===== src/rtl/tinker_pkg.sv =====
// Shared fetch-stage types: machine widths, reset PC, fetch FSM states and queue entry layout.
package tinker_pkg;
   localparam int XLEN = 64;
   localparam int ILEN = 32;
   localparam logic [XLEN-1:0] RESET_PC_DEFAULT = 64'h2000;

   typedef enum logic {
      FETCH,
      DRAIN
   } fetch_state_t;

   typedef struct packed {
      logic [XLEN-1:0] pc;
      logic [ILEN-1:0] instr;
   } fetch_entry_t;
endpackage


===== src/rtl/fetch_fifo.sv =====
// In-order buffer of fetched {pc, instr} entries; head is combinational from storage.
// Latency: a push is visible at head the cycle after it is written. Flush beats push and pop.
// Backpressure: none internally; the caller guarantees a push never meets a full buffer.
module fetch_fifo
   import tinker_pkg::*;
#(
   parameter int DEPTH = 4
) (
   input  logic                         clk,
   input  logic                         reset,
   input  logic                         push,
   input  fetch_entry_t                 push_dat,
   input  logic                         pop,
   input  logic                         flush,
   output logic [$clog2(DEPTH+1)-1:0]   count,
   output fetch_entry_t                 head
);
   localparam int AW = $clog2(DEPTH);
   localparam int CW = $clog2(DEPTH + 1);

   fetch_entry_t   mem [DEPTH];
   logic [AW-1:0]  wr_ptr;
   logic [AW-1:0]  rd_ptr;
   logic           pop_ok;
   logic           push_ok;

   assign pop_ok  = pop && (count != '0);
   assign push_ok = push && ((count != CW'(DEPTH)) || pop_ok);
   assign head    = mem[rd_ptr];

   always_ff @(posedge clk or negedge reset) begin
      if (!reset) begin
         wr_ptr <= '0;
         rd_ptr <= '0;
         count  <= '0;
      end else if (flush) begin
         wr_ptr <= '0;
         rd_ptr <= '0;
         count  <= '0;
      end else begin
         if (push_ok) wr_ptr <= wr_ptr + AW'(1);
         if (pop_ok)  rd_ptr <= rd_ptr + AW'(1);
         count <= count + CW'(push_ok) - CW'(pop_ok);
      end
   end

   // Storage needs no reset: entries are only observed once count says they were written.
   always_ff @(posedge clk) begin
      if (push_ok && !flush) mem[wr_ptr] <= push_dat;
   end
endmodule


===== src/rtl/fetch_prefetch_queue.sv =====
// Instruction prefetch: sequential fetch, in-order buffering, redirect flush; FETCH_BYPASS_EN adds response-to-output bypass.
// Latency: first request the cycle after reset release; response reaches out_* next cycle (same cycle with bypass).
// Backpressure: issue stops while buffered + in-flight fetches reach DEPTH; out_ready=0 holds the head.
module fetch_prefetch_queue
   import tinker_pkg::*;
#(
   parameter int              DEPTH    = 4,
   parameter logic [XLEN-1:0] RESET_PC = RESET_PC_DEFAULT,
   parameter int              PC_STEP  = 4
) (
   input  logic            clk,
   input  logic            reset,
   input  logic            redirect_valid,
   input  logic [XLEN-1:0] redirect_pc,
   output logic            imem_req_valid,
   input  logic            imem_req_ready,
   output logic [XLEN-1:0] imem_req_addr,
   input  logic            imem_resp_valid,
   input  logic [ILEN-1:0] imem_resp_data,
   output logic            out_valid,
   input  logic            out_ready,
   output logic [ILEN-1:0] out_instr,
   output logic [XLEN-1:0] out_pc,
   output logic            busy
);
   localparam int              CW      = $clog2(DEPTH + 1);
   localparam logic [CW-1:0]   DEPTH_C = CW'(DEPTH);
   localparam logic [XLEN-1:0] STEP_C  = XLEN'(PC_STEP);

   fetch_state_t    state, state_next;
   logic [XLEN-1:0] fetch_pc, resp_pc;
   logic [CW-1:0]   inflight, inflight_next;
   logic [CW-1:0]   drop_cnt, drop_next;
   logic [CW-1:0]   count;
   logic [CW:0]     occupancy;
   logic            req_fire, resp_ok, resp_keep, bypass, push, pop;
   fetch_entry_t    head, push_dat;

   // Gating with reset keeps the request port quiet while held in reset.
   assign occupancy      = {1'b0, count} + {1'b0, inflight};
   assign imem_req_valid = reset && (state == FETCH) && !redirect_valid && (occupancy < {1'b0, DEPTH_C});
   assign imem_req_addr  = fetch_pc;
   assign req_fire       = imem_req_valid && imem_req_ready;

   // A response with nothing outstanding is a protocol error and is ignored outright.
   assign resp_ok       = imem_resp_valid && (inflight != '0);
   assign resp_keep     = resp_ok && (drop_cnt == '0) && !redirect_valid;
   assign inflight_next = inflight + CW'(req_fire) - CW'(resp_ok);
   assign drop_next     = (resp_ok && (drop_cnt != '0)) ? drop_cnt - CW'(1) : drop_cnt;

`ifdef FETCH_BYPASS_EN
   assign bypass = resp_keep && (count == '0);
`else
   assign bypass = 1'b0;
`endif

   assign push     = resp_keep && !(bypass && out_ready);
   assign pop      = out_ready && (count != '0);
   assign push_dat = '{pc: resp_pc, instr: imem_resp_data};
   assign busy     = (state != FETCH) || (inflight != '0);

   fetch_fifo #(.DEPTH(DEPTH)) u_fifo (
      .clk      (clk),
      .reset    (reset),
      .push     (push),
      .push_dat (push_dat),
      .pop      (pop),
      .flush    (redirect_valid),
      .count    (count),
      .head     (head)
   );

   always_comb begin
      out_valid = 1'b0;
      out_instr = '0;
      out_pc    = '0;
      if (count != '0) begin
         out_valid = 1'b1;
         out_instr = head.instr;
         out_pc    = head.pc;
      end else if (bypass) begin
         out_valid = 1'b1;
         out_instr = imem_resp_data;
         out_pc    = resp_pc;
      end
   end

   always_comb begin
      state_next = state;
      if (redirect_valid) begin
         state_next = (inflight_next != '0) ? DRAIN : FETCH;
      end else if ((state == DRAIN) && (drop_next == '0)) begin
         state_next = FETCH;
      end
   end

   always_ff @(posedge clk or negedge reset) begin
      if (!reset) state <= FETCH;
      else        state <= state_next;
   end

   // On redirect everything still outstanding becomes stale and must be dropped.
   always_ff @(posedge clk or negedge reset) begin
      if (!reset) begin
         fetch_pc <= RESET_PC;
         resp_pc  <= RESET_PC;
         inflight <= '0;
         drop_cnt <= '0;
      end else begin
         inflight <= inflight_next;
         if (redirect_valid) begin
            fetch_pc <= redirect_pc;
            resp_pc  <= redirect_pc;
            drop_cnt <= inflight_next;
         end else begin
            if (req_fire)  fetch_pc <= fetch_pc + STEP_C;
            if (resp_keep) resp_pc  <= resp_pc + STEP_C;
            drop_cnt <= drop_next;
         end
      end
   end
endmodule


===== config.mk =====
export PLATFORM = sky130hd
export DESIGN_NAME = fetch_prefetch_queue
export DESIGN_NICKNAME = d
export VERILOG_FILES = /design/src/rtl/tinker_pkg.sv /design/src/rtl/fetch_fifo.sv /design/src/rtl/fetch_prefetch_queue.sv
export SDC_FILE = /design/constraint.sdc
export NUM_CORES = 1
export LEC_CHECK = 0
export ABC_AREA = 1
export CORE_ASPECT_RATIO = 1.2
export CORE_MARGIN = 5
export CORE_UTILIZATION = 52
export CTS_CLUSTER_SIZE = 20
export DETAILED_ROUTE_END_ITERATION = 8
export GPL_TIMING_DRIVEN = 1
export HOLD_SLACK_MARGIN = 0.08
export PLACE_DENSITY = 0.74
export SYNTH_ARGS = -nofsm -noshare
export SYNTH_HDL_FRONTEND = slang
export SYNTH_SLANG_ARGS = --single-unit

===== constraint.sdc =====
create_clock -name clk -period 5.9 [get_ports clk]
set_input_delay 0.59 -clock clk [delete_from_list [all_inputs] [get_ports clk]]
set_output_delay 0.59 -clock clk [all_outputs]
set_load 0.02 [all_outputs]

# ---- After elaboration in Yosys (flattened, before gate mapping)
# Memory sizes are Yosys's and may differ from the RTL's.
# Index checks and enable logic that the tools add are counted.
dict set report totals {
  ff_bits 142
  latch_bits 0
  ram_bits 384
  romBits 0
  input_bits 102
  out_inout_bits 163
  word_cells 68
  n_memories 1
}
dict set report op_classes {
  add_sub_neg 10
  mul 0
  div 0
  n_lt_le_gt_ge 1
  eq_ne 1
  shifts 0
  muxes 19
  bitwise 1
  n_reduce_logical 27
}
# name words width read_ports rd_clocked_by_memory_dff wr line
set mem_list {}
lappend mem_list {u_fifo.mem 4 96 1 0 1 fetch_fifo.sv:21} ;# fetch_entry_t mem [DEPTH];
# operator count
set op_table {}
lappend op_table {{2-to-1 mux 64 bit} 5}
lappend op_table {{adder 64 x 3 -> 64 bit, second input constant} 2}
lappend op_table {{2-to-1 mux 32 bit} 1}
lappend op_table {{logical AND 1 bit} 13}
lappend op_table {{nonzero test 3 bit} 4}
lappend op_table {{nonzero test 2 bit} 5}
lappend op_table {{2-to-1 mux 3 bit} 3}
lappend op_table {{2-to-1 mux 2 bit} 4}
lappend op_table {{adder 3 x 1 -> 3 bit} 2}
lappend op_table {{logical NOT 3 bit} 2}
lappend op_table {{2-to-1 mux 1 bit} 6}
lappend op_table {{subtractor 3 x 1 -> 3 bit} 2}
lappend op_table {{adder 2 x 1 -> 2 bit, second input constant} 2}
lappend op_table {{adder 3 x 3 -> 4 bit} 1}
lappend op_table {{less-than comparator 4 x 3 -> 1 bit, second input constant} 1}
lappend op_table {{inequality test 3 bit, second input constant} 1}
lappend op_table {{subtractor 3 x 1 -> 3 bit, second input constant} 1}
lappend op_table {{logical OR 1 bit} 2}
lappend op_table {{logical NOT 1 bit} 1}
lappend op_table {{NOT 1 bit} 1}

# ---- Longest topological paths before layout
# Gate-level depths: netlist of run 1.
dict set report logic_depth {
  depth_word 10
  mapped_depth 16
  ltp_nobuf 15
}

# ---- Hierarchy
# From an unflattened synthesis of run 1, not the netlist that was laid out.
dict set report hier_totals {
  hier_cells 2724
  area_unflattened_um2 25349.3
}
# mod instances cells_per_inst area_each_um2 seq_area_each_um2
set by_module_without_submodules {}
lappend by_module_without_submodules {fetch_fifo 1 992 14590.2 11706.2}
lappend by_module_without_submodules {fetch_prefetch_queue 1 1732 10759.1 3380.7}

# ---- Worst setup path after synthesis of run 1
# No wires, ideal clock.
dict set report synth_path {
  kind {in2reg}
  startpoint {input imem_resp_valid}
  endpoint {memory u_fifo.mem[0][0] (netlist name) (enable)}
  setup_time_ns 0.552
  arrival_time_ns 5.184
  required_ns 5.348
  path_slack_ns 0.164
  path_stages 6
  n_path_buf 0
  path_cell_list {nand2_1 inv_2 nand3_2 nor2_4 o21ai_1 nor2_1}
}
dict set report synth_via {
  elab_chain_cells 7
}
# element line
set synth_rtl {}
lappend synth_rtl {{start, declared} fetch_prefetch_queue.sv:18} ;# input logic imem_resp_valid,
lappend synth_rtl {{logical AND 1 bit} fetch_prefetch_queue.sv:46} ;# assign resp_ok = imem_resp_valid && (inflight != '0);
lappend synth_rtl {{logical AND 1 bit (2 in a row)} fetch_prefetch_queue.sv:47} ;# assign resp_keep = resp_ok && (drop_cnt == '0) && !redirect_valid;
lappend synth_rtl {{logical AND 1 bit} fetch_fifo.sv:28} ;# assign push_ok = push && ((count != CW'(DEPTH)) || pop_ok);
lappend synth_rtl {{logical AND 1 bit} fetch_fifo.sv:49} ;# if (push_ok && !flush) mem[wr_ptr] <= push_dat;
lappend synth_rtl {{2-to-1 mux 1 bit} fetch_fifo.sv:49}
lappend synth_rtl {{2-to-1 mux 1 bit (not written as such)} fetch_fifo.sv:49}
lappend synth_rtl {{end, declared} fetch_fifo.sv:21}
# No other way between the ends.

# ---- Worst setup path in the final report of run 1
dict set report layout_path {
  startpoint {register u_fifo.rd_ptr[1]}
  endpoint {output out_pc[22]}
}
dict set report layout_via {
  elab_chain_cells 2
}
# element line
set layout_rtl {}
lappend layout_rtl {{start, declared} fetch_fifo.sv:23} ;# logic [AW-1:0] rd_ptr;
lappend layout_rtl {{start signal, assigned} fetch_fifo.sv:42} ;# if (pop_ok) rd_ptr <= rd_ptr + AW'(1);
lappend layout_rtl {{memory (4 x 96 bit)} n/a}
lappend layout_rtl {{2-to-1 mux 64 bit} fetch_prefetch_queue.sv:77} ;# if (count != '0) begin
lappend layout_rtl {{end, declared} fetch_prefetch_queue.sv:23} ;# output logic [XLEN-1:0] out_pc,
# No other way between the ends.

==> flow_metrics.env, run 1 <==
export IMPL_syn_nets=2838
export IMPL_power_density_nw_per_um2=389.7
export IMPL_layout_drive_gt1_share_pct=6.212
export IMPL_vias_per_cell=5.664
export IMPL_die_y_um=250.8
export IMPL_cts_max_path_buffers=3
export IMPL_start_util_pct=52.35
export IMPL_n_fill_cell=3955
export IMPL_synth_top_area_cell="edfxtp_1"
export IMPL_leakage_nw=11.22
export IMPL_cts_root_buf="clkbuf_16"
export IMPL_r2r_cells=10
export IMPL_setup_viol=0
export IMPL_antennaDiodeCount=0
export IMPL_htree_levels=2
export IMPL_reg2reg_from="inflight[1]"
export IMPL_min_period_over_period_pct=76.29
export IMPL_tightest_slew_ns=1.307
export IMPL_wire_per_inst_um=20.95
export IMPL_use_met2_pct=45.88
export IMPL_floorplan_rows=88
export IMPL_gp_congestion=0.9380
export IMPL_synth_seq_cells=526
export IMPL_finalCriticalPeriod_ns=4.501
export IMPL_grt_pass1_vias=20110
export IMPL_grt_overflow=0
export IMPL_ant_nets=0
export IMPL_core_area_um2=48010
export IMPL_whs_endpoint="resp_pc[1]"
export IMPL_power_total_mw=11.74
export IMPL_clock_fmax_mhz=222.2
export IMPL_timing_final_ws_setup_ns=1.399
export IMPL_vias=20530
export IMPL_min_path_type="primary input to flip-flop"
export IMPL_grt_pass1_wl_mm=115.5
export IMPL_final_max_slew_viol_count=0
export IMPL_crit_path_max_fanout=97
export IMPL_cts_tree="yes"
export IMPL_rsz0062_at_grt="false"
export IMPL_grt_usage_pct=27.95
export IMPL_regToRegSetupSlack_ns=2.45
export IMPL_ys_top_cells_by_count="nor2_1, nand2_1, edfxtp_1, o21ai_0, inv_1"
export IMPL_yosysMostFrequentCell="nor2_1"
export IMPL_port_buffers=264
export IMPL_cap_violations=0
export IMPL_yosysUniqueCellTypes=38
export IMPL_clock_skew_ns=0.02905
export IMPL_grt_max_degree=121
export IMPL_top_usage_layer="met2"
export IMPL_crit_required_ns=5.31
export IMPL_yosysWarnings=0
export IMPL_yosysTopAreaCellShare_pct=45.88
export IMPL_drc=0
export IMPL_grt_util_met3_pct=3.844
export IMPL_worstHoldStart="redirect_valid"
export IMPL_irDropWorstVdd_mv=0.2607
export IMPL_setup_tns_ns=0
export IMPL_pre_cts_slack_ns=2.001
export IMPL_syn_instance_count=2720
export IMPL_holdPathStages=3
export IMPL_reg2reg_to="u_fifo.mem[1][94]"
export IMPL_slew_headroom_pct=12.84
export IMPL_hold_viol=0
export IMPL_crit_path_start_kind="flip-flop"
export IMPL_fp_dieW_um=210.7
export IMPL_io_pins=265
export IMPL_dp_cells=3529
export IMPL_status="complete, no violations"
export IMPL_syn_area_um2=25130
export IMPL_firstDrtPassIters=5
export IMPL_grt_antenna_before_repair=0
export IMPL_detailed_place_hpwl_mm=51.23
export IMPL_dieArea_um2=52850
export IMPL_synth_avg_cell_area_um2=9.240
export IMPL_crit_type="flip-flop to output port"
export IMPL_clock_latency_ns=0.61
export IMPL_numCtsBuffers=51
export IMPL_cts_resized=0
export IMPL_nNetsFinal=3071
export IMPL_ys_async_sr_fraction_pct=27.00
export IMPL_synth_edf_count=384
export IMPL_path_clk_slew_ns=0.06
export IMPL_post_layout_nonfiller_instances=3624
export IMPL_crit_path_end_kind="output port"
export IMPL_clkSinkCount=526
export IMPL_ys_seq_area_share_pct=60.03
export IMPL_ys_flop_type="edfxtp_1"
export IMPL_synth_area_leaders="edfxtp_1, dfrtp_1, nor2_1"
export IMPL_grt_use_met1_pct=37.55
export IMPL_wl_mm=75.94
export IMPL_layout_area_overhead_vs_synth_pct=19.89
export IMPL_drt_iter0_markers=1774
export IMPL_cp_arrival_ns=3.91
==> worst max-delay path by stage <==
stage	from	endpoint	slack (ns)	cells after the start
2_1_floorplan	imem_resp_valid	u_fifo.mem[0][0]	0.16	6
3_3_place_gp	imem_resp_valid	u_fifo.mem[1][78]	2.08	9
3_5_place_dp	imem_resp_valid	u_fifo.mem[1][92]	2.00	9
4_1_cts	u_fifo.rd_ptr[1]	out_pc[17]	1.42	6
5_1_grt	u_fifo.rd_ptr[1]	out_pc[16]	1.25	6
6_report	u_fifo.rd_ptr[1]	out_pc[22]	1.40	6
==> flip-flops by register name, summed over array words and instances, names as in the netlist <==
name	cells
resp_pc	64
u_fifo.mem	384
drop_cnt	3
u_fifo.count	3
state	1
imem_req_addr	64
u_fifo.wr_ptr	2
u_fifo.rd_ptr	2
inflight	3
==> layout make-up <==
| class | count | area [um^2] | area share (%) |
|---|---|---|---|
| clock buffer | 68 | 1380 | 4.580 |
| clock inverter | 26 | 412.9 | 1.370 |
| tap | 630 | 788.3 | 2.616 |
| multi-input combinational | 1872 | 8825 | 29.29 |
| timing repair buffer | 289 | 2829 | 9.388 |
| sequential | 526 | 15090 | 50.09 |
| inverter | 213 | 803.3 | 2.666 |
==> layout by cell type, fill, tap and decap left out, types with 3 or more instances in the layout <==
master / netlist / routed
nor3_2: 6 / 5
nor2_1: 578 / 574
nand4_1: 45 / 45
clkinv_1: 0 / 3
clkbuf_16: 0 / 51
inv_2: 16 / 14
nand2_2: 14 / 14
inv_1: 197 / 197
clkbuf_1: 54 / 13
xnor2_1: 15 / 15
clkinv_2: 0 / 6
bufinv_16: 0 / 9
ha_1: 14 / 14
inv_6: 0 / 4
a21oi_1: 113 / 113
o21ai_1: 6 / 6
nor2_4: 15 / 19
nand2_1: 521 / 521
clkdlybuf4s50_1: 0 / 262
clkbuf_8: 0 / 4
edfxtp_1: 384 / 384
o211ai_1: 34 / 34
nor2_2: 16 / 16
buf_4: 1 / 24
xor2_1: 49 / 49
o221ai_1: 3 / 3
nand3_1: 113 / 113
o21bai_1: 19 / 19
nor3_1: 31 / 31
o21ai_0: 261 / 261
nand3_2: 4 / 4
dfrtp_1: 140 / 138
a31oi_1: 3 / 3
==> worst max-delay path, cell delays in order (launching register included) <==
cell and delay [ns]:
dfrtp_4 1.22, clkinv_2 0.16, buf_4 0.40, nor2_1 0.18, o21ai_0 0.09, a21oi_1 0.36
clkdlybuf4s50_1 0.68
==> metrics by stage <==
stage                     hold slack (ns)  utilization (%)  area (um^2)
after floorplan                    0.2944                -        25130
after global placement             0.4579            59.01        28330
after detailed placement           0.4795            59.01        28330
after CTS                          0.4172            62.77        30130
after global routing               0.4728            62.77        30130
final                              0.4607            62.77        30130
==> logic make-up (layout without fill, tap and decap cells) <==
kind of cell / after synthesis / after routing / synth area share (%)
xor+xnor: 64 / 64 / 2.230
simple gates: 1350 / 1350 / 22.46
buf+inv: 322 / 596 / 5.003
fa+ha+maj: 16 / 16 / 0.8563
flops: 526 / 526 / 60.03
compound gates: 442 / 442 / 9.419
==> per-layer routing <==
layer	part of all wire [%]	routed length, um	vias up
met5	0	0	-
met4	4.6	3530	0
met3	7.1	5419	177
met2	48	36680	941
met1	40	30310	9858
li1	-	-	9549
==> report_power, final <==
part	internal (mW)	switching (mW)	leakage, nW
logic	1.28	2.13	5.17
registers	4.33	0.500	5.18
clock network	2.06	1.44	0.869
total	7.67	4.07	11.2
==> timing repair <==
action / in CTS / in global routing
setup buffers: 0 / 0
hold endpoints to repair: 39 / 0
hold buffers: 1 / 0
Power figures use the tool's default switching activity.
==> inputs of run 2 (changes only) <==
==> constraint.sdc (replaced) <==
create_clock -name clk -period 3.7 [get_ports clk]
set_input_delay 0.37 -clock clk [delete_from_list [all_inputs] [get_ports clk]]
set_output_delay 0.37 -clock clk [all_outputs]
set_load 0.02 [all_outputs]
==> run 2 against run 1 <==
Effect of this change:
- utilization is 0.29 points higher
- wire length is 0.22% higher
- critical path type unchanged
- critical endpoint is now out_pc[51]
- clock-buffer cell count is 1 lower
- via count is 0.84% higher
- largest cell class unchanged
==> flow_metrics.env, run 2 (synthesis gave the netlist of run 1 again) <==
export IMPL_status="complete, no violations"
export IMPL_crit_path_max_fanout=194
export IMPL_antennaDiodeCount=0
export IMPL_port_buffers=264
export IMPL_irDropWorstVdd_mv=0.5458
export IMPL_floorplan_rows=88
export IMPL_hold_slack_ns=0.1103
export IMPL_placed_area_um2=28520
export IMPL_final_cell_mix="nor2_1, nand2_1, edfxtp_1"
export IMPL_dp_cells=3538
export IMPL_tightest_slew_ns=1.076
export IMPL_vias=20700
export IMPL_hold_viol=0
export IMPL_grt_max_degree=195
export IMPL_vias_per_cell=5.694
export IMPL_slew_headroom_pct=27.81
export IMPL_grt_overflow=0
export IMPL_die_y_um=250.8
export IMPL_crit_required_ns=3.33
export IMPL_clock_fmax_mhz=282.3
export IMPL_clkSinkCount=526
export IMPL_firstDrtPassIters=7
export IMPL_layout_drive_gt1_share_pct=6.522
export IMPL_ant_nets=0
export IMPL_gp_congestion=0.9706
export IMPL_cp_arrival_ns=3.17
export IMPL_wl_mm=76.11
export IMPL_cts_tree="yes"
export IMPL_grt_pass1_vias=20410
export IMPL_drt_iter0_markers=1888
export IMPL_setup_viol=0
export IMPL_numCtsBuffers=52
export IMPL_power_density_nw_per_um2=613.5
export IMPL_fp_dieW_um=210.7
export IMPL_largest_reg_flops=384
export IMPL_grt_pass1_wl_mm=116.4
export IMPL_multi_input_area_um2=8825
export IMPL_post_cts_buffers=0
export IMPL_cts_root_buf="clkbuf_16"
export IMPL_dieArea_um2=52850
export IMPL_final_common_cell="nor2_1"
export IMPL_n_fill_cell=3905
export IMPL_path_clk_slew_ns=0.06
export IMPL_start_util_pct=52.35
export IMPL_layout_area_overhead_vs_synth_pct=20.44
export IMPL_timing_final_ws_setup_ns=0.1577
export IMPL_crit_type="flip-flop to output port"
export IMPL_regMostFlops="u_fifo.mem"
export IMPL_drc=0
export IMPL_final_core_util_pct=63.06
export IMPL_core_area_um2=48010
export IMPL_min_period_over_period_pct=95.74
export IMPL_rsz0062_at_grt="false"
export IMPL_pre_cts_slack_ns=0.6585
export IMPL_detailed_place_hpwl_mm=52.41
export IMPL_clock_skew_ns=0.01783
export IMPL_post_layout_nonfiller_instances=3635
export IMPL_nNetsFinal=3081
export IMPL_htree_levels=2
export IMPL_grt_antenna_before_repair=2
export IMPL_clock_latency_ns=0.60
export IMPL_crit_path_start_kind="flip-flop"
export IMPL_final_max_slew_viol_count=0
export IMPL_wire_per_inst_um=20.94
export IMPL_final_area_um2=30270
export IMPL_leakage_nw=11.27
export IMPL_io_pins=265
export IMPL_grt_usage_pct=28.13
export IMPL_crit_path_end_kind="output port"
export IMPL_seqCellArea_um2=15090
export IMPL_min_path_type="primary input to flip-flop"
export IMPL_cts_max_path_buffers=3
export IMPL_finalCriticalPeriod_ns=3.542
export IMPL_cap_violations=0
-- run 2: cell count changes in the layout (fill, tap and decap cells not counted), moves of 4 or more --
cell,delta
bufinv_16,-4
clkbuf_8,-4
buf_12,+9
inv_6,-4
clkinv_2,+7
clkbuf_16,+5
-- run 2: per-stage QoR --
stage	power (mW)	TNS (ns)
after floorplan	10.68	-159.65
after global placement	13.22	0
after detailed placement	13.32	0
after CTS	18.68	0
after global routing	19.45	0
final	18.57	0
-- run 2: area by class of cell --
cell class                      instances  share of cell area [%]
Sequential cell                       526                   49.87
Multi-Input combinational cell       1872                   29.15
Timing Repair Buffer                  298                   10.01
Clock buffer                           67                   4.766
Inverter                              213                   2.654
Tap cell                              630                   2.604
Clock inverter                         29                  0.9507
-- run 2: final timing paths --
kind	end	startpoint	slack (ns)	cells after the start
setup / recovery	out_pc[51]	u_fifo.rd_ptr[0]	0.16	6
hold / removal	u_fifo.count[2]	redirect_valid	0.11	2
setup reg to reg	u_fifo.mem[1][94]	inflight[1]	0.88	9
hold reg to reg	imem_req_addr[1]	imem_req_addr[1]	0.48	2
max in group asynchronous	imem_req_addr[59]	reset	2.39	3
min in group asynchronous	imem_req_addr[0]	reset	0.55	3
-- run 2: power by group --
group | switching [mW] | internal, mW
combinational | 3.48 | 2.12
clock | 2.24 | 3.11
sequential | 0.713 | 6.91
total | 6.44 | 12.1
-- run 2: worst max-delay path, cell delays in order (launching register included) --
cell             delay [ns]
dfrtp_4                0.45
buf_16                 0.56
nor2_1                 0.11
nor2_1                 0.11
o21ai_0                0.08
a21oi_1                0.46
clkdlybuf4s50_1        0.71
-- run 2: what timing repair did --
action                                 4_1_cts  5_1_grt
setup endpoints to repair                    0        1
gates resized for setup                      0        1
endpoints found under the hold margin      140        0
hold buffers                                 1        0
-- run 2: metal layers --
metal | vias up | part of all wire (%) | global-route usage [%]
met4 | 0 | 4.5 | 11.71
li1 | 9584 | - | -
met3 | 181 | 7.1 | 3.944
met2 | 935 | 48 | 46.46
met5 | - | 0 | 0
met1 | 9998 | 40 | 37.67
